**config.mk**
```make
export PLATFORM = sky130hd
export DESIGN_NAME = ir_prefetch_flat
export DESIGN_NICKNAME = d
export VERILOG_FILES = /design/src/rtl/ir_prefetch_pkg.sv /design/src/rtl/ir_prefetch_if.sv /design/src/rtl/ir_queue.sv /design/src/rtl/ir_prefetch.sv /design/src/flat_wrapper.sv
export SDC_FILE = /design/constraint.sdc
export NUM_CORES = 1
export LEC_CHECK = 0
export BUFFER_PORTS_ARGS = -buffer_cell sky130_fd_sc_hd__buf_2
export CAP_MARGIN = 20
export CORE_MARGIN = 2
export CORE_UTILIZATION = 45
export DETAILED_ROUTE_END_ITERATION = 8
export GPL_ROUTABILITY_DRIVEN = 0
export MAX_ROUTING_LAYER = met4
export SLEW_MARGIN = 30
export SYNTH_ARGS = -nofsm -noshare
export SYNTH_HDL_FRONTEND = slang
export SYNTH_HIERARCHICAL = 1
export SYNTH_SLANG_ARGS = --single-unit
```
**constraint.sdc**
```tcl
create_clock -name CLK -period 2.5 [get_ports CLK]
set_clock_uncertainty 0.05 [all_clocks]
set_input_delay 0.125 -clock CLK [delete_from_list [all_inputs] [get_ports CLK]]
set_output_delay 0.125 -clock CLK [all_outputs]
set_load 0.02 [all_outputs]
```
**src/rtl/ir_prefetch_pkg.sv**
```systemverilog
// Shared constants for the instruction register / prefetch queue slice.
package ir_prefetch_pkg;
  localparam int unsigned IR_WIDTH    = 8;
  localparam int unsigned IR_DEPTH    = 4;
  localparam logic [7:0]  IR_RESET_OP = 8'h00;  // BRK
endpackage

```
**src/rtl/ir_prefetch_if.sv**
```systemverilog
// Predecode-to-decoder bus: fetch/advance/flush controls in, IR and queue status out.
interface ir_prefetch_if #(
  parameter int unsigned WIDTH = 8,
  parameter int unsigned DEPTH = 4
);
  localparam int unsigned CW = $clog2(DEPTH + 1);

  logic [WIDTH-1:0] n_PD;
  logic             FETCH;
  logic             NEXT;
  logic             FLUSH;
  logic [WIDTH-1:0] IR;
  logic             IR_VALID;
  logic [CW-1:0]    COUNT;
  logic             FULL;
  logic             EMPTY;
  logic             OVF;

  modport master (
    output n_PD, FETCH, NEXT, FLUSH,
    input  IR, IR_VALID, COUNT, FULL, EMPTY, OVF
  );
  modport slave (
    input  n_PD, FETCH, NEXT, FLUSH,
    output IR, IR_VALID, COUNT, FULL, EMPTY, OVF
  );
endinterface

```
**src/rtl/ir_queue.sv**
```systemverilog
// Circular prefetch buffer; any DEPTH >= 1, pointers wrap explicitly at DEPTH-1.
module ir_queue #(
  parameter int unsigned WIDTH = 8,
  parameter int unsigned DEPTH = 4,
  localparam int unsigned PW = (DEPTH > 1) ? $clog2(DEPTH) : 1,
  localparam int unsigned CW = $clog2(DEPTH + 1)
) (
  input  logic             CLK,
  input  logic             RST,
  input  logic             flush,
  input  logic             push,
  input  logic             pop,
  input  logic [WIDTH-1:0] wdata,
  output logic [WIDTH-1:0] rdata,
  output logic [CW-1:0]    count,
  output logic             full,
  output logic             empty
);
  logic [DEPTH-1:0][WIDTH-1:0] mem;
  logic [PW-1:0]               wp, rp;

  function automatic logic [PW-1:0] inc(input logic [PW-1:0] p);
    return (p == PW'(DEPTH - 1)) ? '0 : p + PW'(1);
  endfunction

  // Storage needs no reset: COUNT gates what is visible.
  always_ff @(posedge CLK)
    if (push) mem[wp] <= wdata;

  always_ff @(posedge CLK or posedge RST) begin
    if (RST) begin
      wp    <= '0;
      rp    <= '0;
      count <= '0;
    end else if (flush) begin
      wp    <= '0;
      rp    <= '0;
      count <= '0;
    end else begin
      if (push) wp <= inc(wp);
      if (pop)  rp <= inc(rp);
      case ({push, pop})
        2'b10:   count <= count + CW'(1);
        2'b01:   count <= count - CW'(1);
        default: count <= count;
      endcase
    end
  end

  assign rdata = mem[rp];
  assign full  = (count == CW'(DEPTH));
  assign empty = (count == '0);
endmodule

```
**src/rtl/ir_prefetch.sv**
```systemverilog
// Instruction register fed by a prefetch queue, with empty-queue bypass and sticky overflow.
module ir_prefetch
  import ir_prefetch_pkg::*;
#(
  parameter int unsigned    WIDTH    = IR_WIDTH,
  parameter int unsigned    DEPTH    = IR_DEPTH,
  parameter logic [WIDTH-1:0] RESET_OP = WIDTH'(IR_RESET_OP),
  parameter bit             INV_IN   = 1'b1
) (
  input logic CLK,
  input logic RST,
  ir_prefetch_if.slave bus
);
  localparam int unsigned CW = $clog2(DEPTH + 1);

  logic [WIDTH-1:0] d, head, ir_q;
  logic             ir_vld_q, ovf_q;
  logic [CW-1:0]    count;
  logic             full, empty;
  logic             take, deq, bypass, want_push, push, drop;

  assign d = INV_IN ? ~bus.n_PD : bus.n_PD;

  // FLUSH masks every queue action; IR_VALID is cleared separately below.
  always_comb begin
    take      = bus.NEXT | ~ir_vld_q;
    deq       = take & ~empty & ~bus.FLUSH;
    bypass    = take & empty & bus.FETCH;
    want_push = bus.FETCH & ~bypass & ~bus.FLUSH;
    push      = want_push & (~full | deq);
    drop      = want_push & full & ~deq;
  end

  ir_queue #(.WIDTH(WIDTH), .DEPTH(DEPTH)) u_queue (
    .CLK   (CLK),
    .RST   (RST),
    .flush (bus.FLUSH),
    .push  (push),
    .pop   (deq),
    .wdata (d),
    .rdata (head),
    .count (count),
    .full  (full),
    .empty (empty)
  );

  always_ff @(posedge CLK or posedge RST) begin
    if (RST) begin
      ir_q     <= RESET_OP;
      ir_vld_q <= 1'b0;
    end else if (bus.FLUSH) begin
      ir_vld_q <= 1'b0;
    end else if (take) begin
      if (!empty) begin
        ir_q     <= head;
        ir_vld_q <= 1'b1;
      end else if (bus.FETCH) begin
        ir_q     <= d;
        ir_vld_q <= 1'b1;
      end else begin
        ir_vld_q <= 1'b0;
      end
    end
  end

  always_ff @(posedge CLK or posedge RST) begin
    if (RST)       ovf_q <= 1'b0;
    else if (drop) ovf_q <= 1'b1;
  end

  assign bus.IR       = ir_q;
  assign bus.IR_VALID = ir_vld_q;
  assign bus.COUNT    = count;
  assign bus.FULL     = full;
  assign bus.EMPTY    = empty;
  assign bus.OVF      = ovf_q;
endmodule

```
**src/flat_wrapper.sv**
```systemverilog
// flat-port wrapper written by rule: the top's interface ports become plain ports
module ir_prefetch_flat import ir_prefetch_pkg::*;
#(
  parameter int unsigned    WIDTH    = IR_WIDTH,
  parameter int unsigned    DEPTH    = IR_DEPTH,
  parameter logic [WIDTH-1:0] RESET_OP = WIDTH'(IR_RESET_OP),
  parameter bit             INV_IN   = 1'b1
)
  (CLK, RST, bus_n_PD, bus_FETCH, bus_NEXT, bus_FLUSH, bus_IR, bus_IR_VALID, bus_COUNT, bus_FULL, bus_EMPTY, bus_OVF);
  ir_prefetch_if #(.WIDTH(WIDTH), .DEPTH(DEPTH)) bus_i ();
  input logic CLK;
  input logic RST;
  input wire logic [$bits(bus_i.n_PD)-1:0] bus_n_PD;
  input wire logic [$bits(bus_i.FETCH)-1:0] bus_FETCH;
  input wire logic [$bits(bus_i.NEXT)-1:0] bus_NEXT;
  input wire logic [$bits(bus_i.FLUSH)-1:0] bus_FLUSH;
  output wire logic [$bits(bus_i.IR)-1:0] bus_IR;
  output wire logic [$bits(bus_i.IR_VALID)-1:0] bus_IR_VALID;
  output wire logic [$bits(bus_i.COUNT)-1:0] bus_COUNT;
  output wire logic [$bits(bus_i.FULL)-1:0] bus_FULL;
  output wire logic [$bits(bus_i.EMPTY)-1:0] bus_EMPTY;
  output wire logic [$bits(bus_i.OVF)-1:0] bus_OVF;
  assign bus_i.n_PD = bus_n_PD;
  assign bus_i.FETCH = bus_FETCH;
  assign bus_i.NEXT = bus_NEXT;
  assign bus_i.FLUSH = bus_FLUSH;
  assign bus_IR = bus_i.IR;
  assign bus_IR_VALID = bus_i.IR_VALID;
  assign bus_COUNT = bus_i.COUNT;
  assign bus_FULL = bus_i.FULL;
  assign bus_EMPTY = bus_i.EMPTY;
  assign bus_OVF = bus_i.OVF;
  ir_prefetch #(.WIDTH(WIDTH), .DEPTH(DEPTH), .RESET_OP(RESET_OP), .INV_IN(INV_IN)) u_core (.CLK(CLK), .RST(RST), .bus(bus_i));
endmodule
```
; ---- Yosys cells after proc, flatten, opt, wreduce, memory -nomap -nowiden
; Cells that the tools add are included.
[word_totals]
ff_bits = 49
out_inout_bits = 15
elab_cells = 67
[op_classes]
n_addsub = 4
eq_ne = 6
muxes = 19
bitwise = 18
order_cmp = 3
reduce_logical = 7
[ops]
columns = cell, n
row1 = $bwmux W32, 1
row2 = $mux W8, 4
row3 = $bmux W8 S2, 1
row4 = $demux W8 S2, 1
row5 = $mux W2, 6
row6 = $and A1 B1 Y1, 9
row7 = $not A8 Y8, 1
row8 = $eq A2 B2 Y1 const B, 3
row9 = $lt A2 B3 Y1 const B, 2
row10 = $not A1 Y1, 6
row11 = $pmux W3 S2, 1
row12 = $reduce_bool A2 Y1, 3
row13 = $add A2 B1 Y2 const B, 2
row14 = $mux W1, 4
row15 = $add A3 B1 Y3 const B, 1
row16 = $eq A3 B3 Y1 const B, 1
row17 = $logic_not A3 Y1, 1
row18 = $mux W3, 1
row19 = $reduce_and A3 Y1, 1
row20 = $reduce_bool A3 Y1, 1
row21 = $sub A3 B1 Y3 const B, 1
row22 = $eq A2 B1 Y1 const B, 1
row23 = $ge A2 B1 Y1 const B, 1
row24 = $ne A2 B2 Y1 const B, 1
row25 = other kinds (2), 3

; ---- Logic depth before layout (Yosys ltp)
[logic_depth]
ltp_word = 11
depth_mapped = 10

; ---- Hierarchy
; The synthesis kept the hierarchy.
[modules_own_cells]
columns = module, seq_area_each_um2, cells_each, area_each_um2, n_inst
row1 = ir_queue, 1136.1, 84, 1606.5, 1
row2 = ir_prefetch, 250.2, 46, 556.8, 1

; ---- Least setup slack after synthesis
; Ideal clock, no wire load.
[synth_path]
kind = register to register
startpoint = register u_core.u_queue.count[0]
endpoint = register u_core.u_queue.count[2]
arrival_ps = 2646
stages_incl_launch_ff = 11
setup_time_ps = 126
slack_ps = -322
synth_period_minus_slack_ps = 2822
cell_sequence = dfrtp_1 -> nor3_1 -> buf_2 -> mux2i_1 -> and3_2 -> buf_4 -> nor2b_1 -> fa_1 -> and3b_1 -> o21ai_1 -> nor3b_2
[synth_between]
elab_chain_len = 10
[synth_rtl]
columns = element, line_no
row1 = start: declaration, ir_queue.sv:15  ; output logic [CW-1:0] count,
row2 = start signal: assignment, ir_queue.sv:43  ; 2'b10: count <= count + CW'(1);
row3 = start signal: assignment, ir_queue.sv:44  ; 2'b01: count <= count - CW'(1);
row4 = start signal: assignment, ir_queue.sv:45  ; default: count <= count;
row5 = $logic_not A3 Y1 (*), ir_queue.sv:52  ; assign empty = (count == '0);
row6 = via bus_EMPTY, flat_wrapper.sv:21  ; output wire logic [$bits(bus_i.EMPTY)-1:0] bus_EMPTY;
row7 = $and A1 B1 Y1 (2 in series), ir_prefetch.sv:28  ; bypass = take & empty & bus.FETCH;
row8 = $not A1 Y1, ir_prefetch.sv:29  ; want_push = bus.FETCH & ~bypass & ~bus.FLUSH;
row9 = $and A1 B1 Y1 (2 in series), ir_prefetch.sv:29
row10 = $and A1 B1 Y1 (*), ir_prefetch.sv:30  ; push = want_push & (~full | deq);
row11 = via u_core.push, ir_prefetch.sv:20  ; logic take, deq, bypass, want_push, push, drop;
row12 = $eq A2 B1 Y1 / $eq A2 B2 Y1 (equally long branches), ir_queue.sv:42  ; case ({push, pop})
row13 = $pmux W3 S2, ir_queue.sv:42
row14 = $mux W3, ir_queue.sv:35  ; end else if (flush) begin
; Mark *: on every way through the listed nets, which the timed path passes. The rest lies on a longest branch.
; A chain may end at the register's enable or synchronous reset.

; ---- Final worst setup path
[layout_path]
startpoint = register u_core.ir_vld_q, in the netlist u_core/bus.IR_VALID
endpoint = register u_core.u_queue.count[2]
[layout_between]
elab_chain_len = 11
[layout_rtl]
columns = element, line_no
row1 = start: declaration, ir_prefetch.sv:17  ; logic ir_vld_q, ovf_q;
row2 = start signal: assignment, ir_prefetch.sv:50  ; ir_vld_q <= 1'b0;
row3 = start signal: assignment, ir_prefetch.sv:52  ; ir_vld_q <= 1'b0;
row4 = start signal: assignment, ir_prefetch.sv:56  ; ir_vld_q <= 1'b1;
row5 = $not A1 Y1 (*), ir_prefetch.sv:26  ; take = bus.NEXT | ~ir_vld_q;
row6 = $or A1 B1 Y1 (*), ir_prefetch.sv:26
row7 = $and A1 B1 Y1 (2 in series), ir_prefetch.sv:28
row8 = $not A1 Y1, ir_prefetch.sv:29
row9 = $and A1 B1 Y1 (2 in series), ir_prefetch.sv:29
row10 = $and A1 B1 Y1 (*), ir_prefetch.sv:30
row11 = via u_core.push, ir_prefetch.sv:20
row12 = $eq A2 B1 Y1 / $eq A2 B2 Y1 (equally long branches), ir_queue.sv:42
row13 = $pmux W3 S2, ir_queue.sv:42
row14 = $mux W3, ir_queue.sv:35
; Marked as above.

==> results.cfg <==
[floorplan]
core-area_sq_mm = 0.00469
start_util_pct = 46.1
die_area_sq_mm = 0.00538
die_x_microns = 73.3
std_cell_rows = 25
die_h_microns = 73.3
io_pins = 28

[min_path]
whs_path_depth = 3
hold-path-endpoint = u_core/bus.IR_VALID$_DFFE_PP0P_
hold_start = bus_NEXT
hp-class = in2reg

[synthesis]
synth_most_common_cell = edfxtp_1
ys_top_cells_by_count = edfxtp_1, dfrtp_1, mux2_2
yosysWarnings = 6
yosysUniqueCellTypes = 30
synth_top_area_share_pct = 44.4
synth_edf_count = 32
syn_avg_cell_area_sq_um = 16.6
ys_ff_latch = 49
synth_nets = 148
yosys-top-cells-area = edfxtp_1, dfrtp_1, mux2_2
synth_top_area_cell = edfxtp_1
synth_area_sq_mm = 0.00216
seq_area_frac_synth_pct = 64.1
synthFlopType = edfxtp_1
netlist_instances = 130
ys_async_sr_fraction_pct = 34.7

[critical_path]
worstSetupEndpointType = flip-flop
cp-start-kind = flip-flop
r2r_start = u_core/bus.IR_VALID$_DFFE_PP0P_
critPathKind = reg2reg
critPathArrivalTime_ns = 2.33
r2r_cells = 8
cp.required_ns = 2.63
r2r_slack_ns = 0.31
rr_endpoint = u_core/u_queue/count[2]$_DFFE_PP0P_
path_max_fanout = 4

[clock_network]
clk-insertion-delay-late_ns = 0.30
clk_pin_slew_ns = 0.09
htreeDepth = 2
numCtsBuffers = 5
cts_root_buffer = clkbuf_8
cts_setup_buffers = 0
cts.sinks = 49
cts_tree = built
cts.path.max_buffers = 2

[final_layout]
drive_gt1_share_pct = 44.6
syn2layout_area_growth_pct = 15.3
finalNetCount = 185
num-fill-cells = 401
fin_cells = 222
insertedDiodeCount = 0

[pwr]
clkPwrFrac_pct = 17.8
leakage_nw = 1.02
power.internal_w = 0.00169
seqPwrFrac_pct = 42.8
switching_power_w = 0.000841
power.density_mw_per_mm2 = 1010
ir_worst_vdd_mv = 0.341
power_w = 0.00253
p_sw_share_pct = 33.2
power_frac_comb_pct = 39.4

[grt]
grt_max_degree = 16
grt_pass1_wl_mm = 6.07
grt.overflow.total = 0
grt_pass1_vias = 1247
antenna_found_initial = 0
grt_use_total_pct = 16.2

[sta]
rsz0062_at_grt = no
slew_headroom_pct = 65.5
fmax_mhz = 456
finalSetupTns_ns = 0
finalHoldViolCount = 0
worst_slack_ns = 0.305
finalCritPeriodShare_pct = 87.8
finalSetupViolations = 0
layout_min_cycle_time_ns = 2.19
max_slew.worst_pin.slew_ns = 0.516
slew_violations = 0

[detailed_routing]
antenna_left = 0
drc = 0
drt-pass1-iter-count = 4
wl_per_cell_microns = 17.0
routed_via_density = 5.18
wl_mm = 3.77
drt_iter0_markers = 44
vias = 1150

[placed_design]
dpl.cell_count = 213
hpwl_mm = 2.71
port-buffer-count = 27
pre_cts_ws_ns = 0.332

[flow_run]
drv_cap = 0

[status]
status = complete, no violations
[placed cells by master (no fill, tap or decap), types with 2 or more instances in the layout]
cell type,n
mux4_2,8
nor3b_2,3
mux2i_1,3
clkbuf_8,5
mux2_2,16
nor3_1,2
xnor2_1,3
nor3_4,2
ha_1,4
clkinv_2,2
edfxtp_1,32
and2_1,4
nor2_1,6
inv_1,13
buf_2,27
dfrtp_1,17
buf_4,6
[final cells by class]
| class | instances | area, sq um | share of cell area (%) |
|---|---|---|---|
| clock inverter | 3 | 17.5 | 0.702 |
| tap | 54 | 67.6 | 2.71 |
| multi-input combinational | 64 | 716 | 28.7 |
| clock buffer | 5 | 68.8 | 2.76 |
| timing repair buffer | 34 | 190 | 7.62 |
| sequential | 49 | 1390 | 55.6 |
| inverter | 13 | 48.8 | 1.96 |
[worst max-delay path: stages, from the launching register on]
cell,delay [ns]
dfrtp_1,0.36
nor2b_2,0.28
mux2i_1,0.21
and3_2,0.21
nor2b_1,0.06
fa_1,0.40
and3b_1,0.21
nor3_1,0.21
nor3b_2,0.07
[power groups by stage]
stage / Sequential (W) / Combinational, W / Clock (W)
2_1_floorplan: 0.00120 / 0.000605 / 0
3_3_place_gp: 0.00109 / 0.000996 / 0
3_5_place_dp: 0.00110 / 0.00101 / 0
4_1_cts: 0.00109 / 0.00102 / 0.000465
5_1_grt: 0.00110 / 0.00107 / 0.000504
6_report: 0.00108 / 0.000996 / 0.000450
[kinds of logic (layout without fill, tap and decap cells)]
group	count (synthesis)	count (layout)	synth area share, %
DFF	49	49	64.1
muxes	27	27	18.0
and+or+nand+nor	24	24	7.69
adders and majority gates	5	5	3.24
xor gates and xnor gates	5	5	2.37
buffers and inverters	17	55	3.59
AOI/OAI and AO/OA	3	3	0.983
[metal layers]
| metal | share of wire [%] | vias to the layer above | wire length, microns | global-route usage, % |
|---|---|---|---|---|
| li1 | - | 538 | - | - |
| met5 | 0 | - | 0 | - |
| met3 | 2.5 | 7 | 93 | 3.29 |
| met2 | 53 | 16 | 2010 | 26.5 |
| met4 | 1.5 | 0 | 57 | 6.26 |
| met1 | 43 | 589 | 1610 | 19.9 |
[sequential cells by signal, summed over array words and instances (netlist names)]
| register | flops |
|---|---|
| u_core/u_queue/rp | 2 |
| u_core/bus.OVF | 1 |
| u_core/u_queue/mem | 32 |
| u_core/u_queue/count | 3 |
| u_core/u_queue/wp | 2 |
| u_core/bus.IR | 8 |
| u_core/bus.IR_VALID | 1 |
[worst max-delay path by stage]
stage,from,endpoint,slack [ns]
after floorplan,u_core/u_queue/count[0]$_DFFE_PP0P_,u_core/u_queue/count[2]$_DFFE_PP0P_,0.008
after global placement,u_core/bus.IR_VALID$_DFFE_PP0P_,u_core/u_queue/count[2]$_DFFE_PP0P_,0.44
after detailed placement,u_core/bus.IR_VALID$_DFFE_PP0P_,u_core/u_queue/count[2]$_DFFE_PP0P_,0.33
after CTS,u_core/bus.IR_VALID$_DFFE_PP0P_,u_core/u_queue/count[2]$_DFFE_PP0P_,0.30
after global routing,u_core/bus.IR_VALID$_DFFE_PP0P_,u_core/u_queue/count[2]$_DFFE_PP0P_,0.20
final,u_core/bus.IR_VALID$_DFFE_PP0P_,u_core/u_queue/count[2]$_DFFE_PP0P_,0.31
[stage by stage]
step	hold slack (ns)	instance area, sq um	utilization [%]
detailed placement	0.0335	2400	51.1
finish	0.0539	2490	53.2
global placement	0.0255	2400	51.1
CTS	0.0482	2490	53.2
floorplan	-0.122	2180	-
global route	0.0817	2490	53.2
[timing repair]
action,4_1_cts,5_1_grt
gates resized for setup,0,0
endpoints found under the hold margin,17,0
hold buffers,1,0
Note: power is estimated with default switching activity, not from simulation.
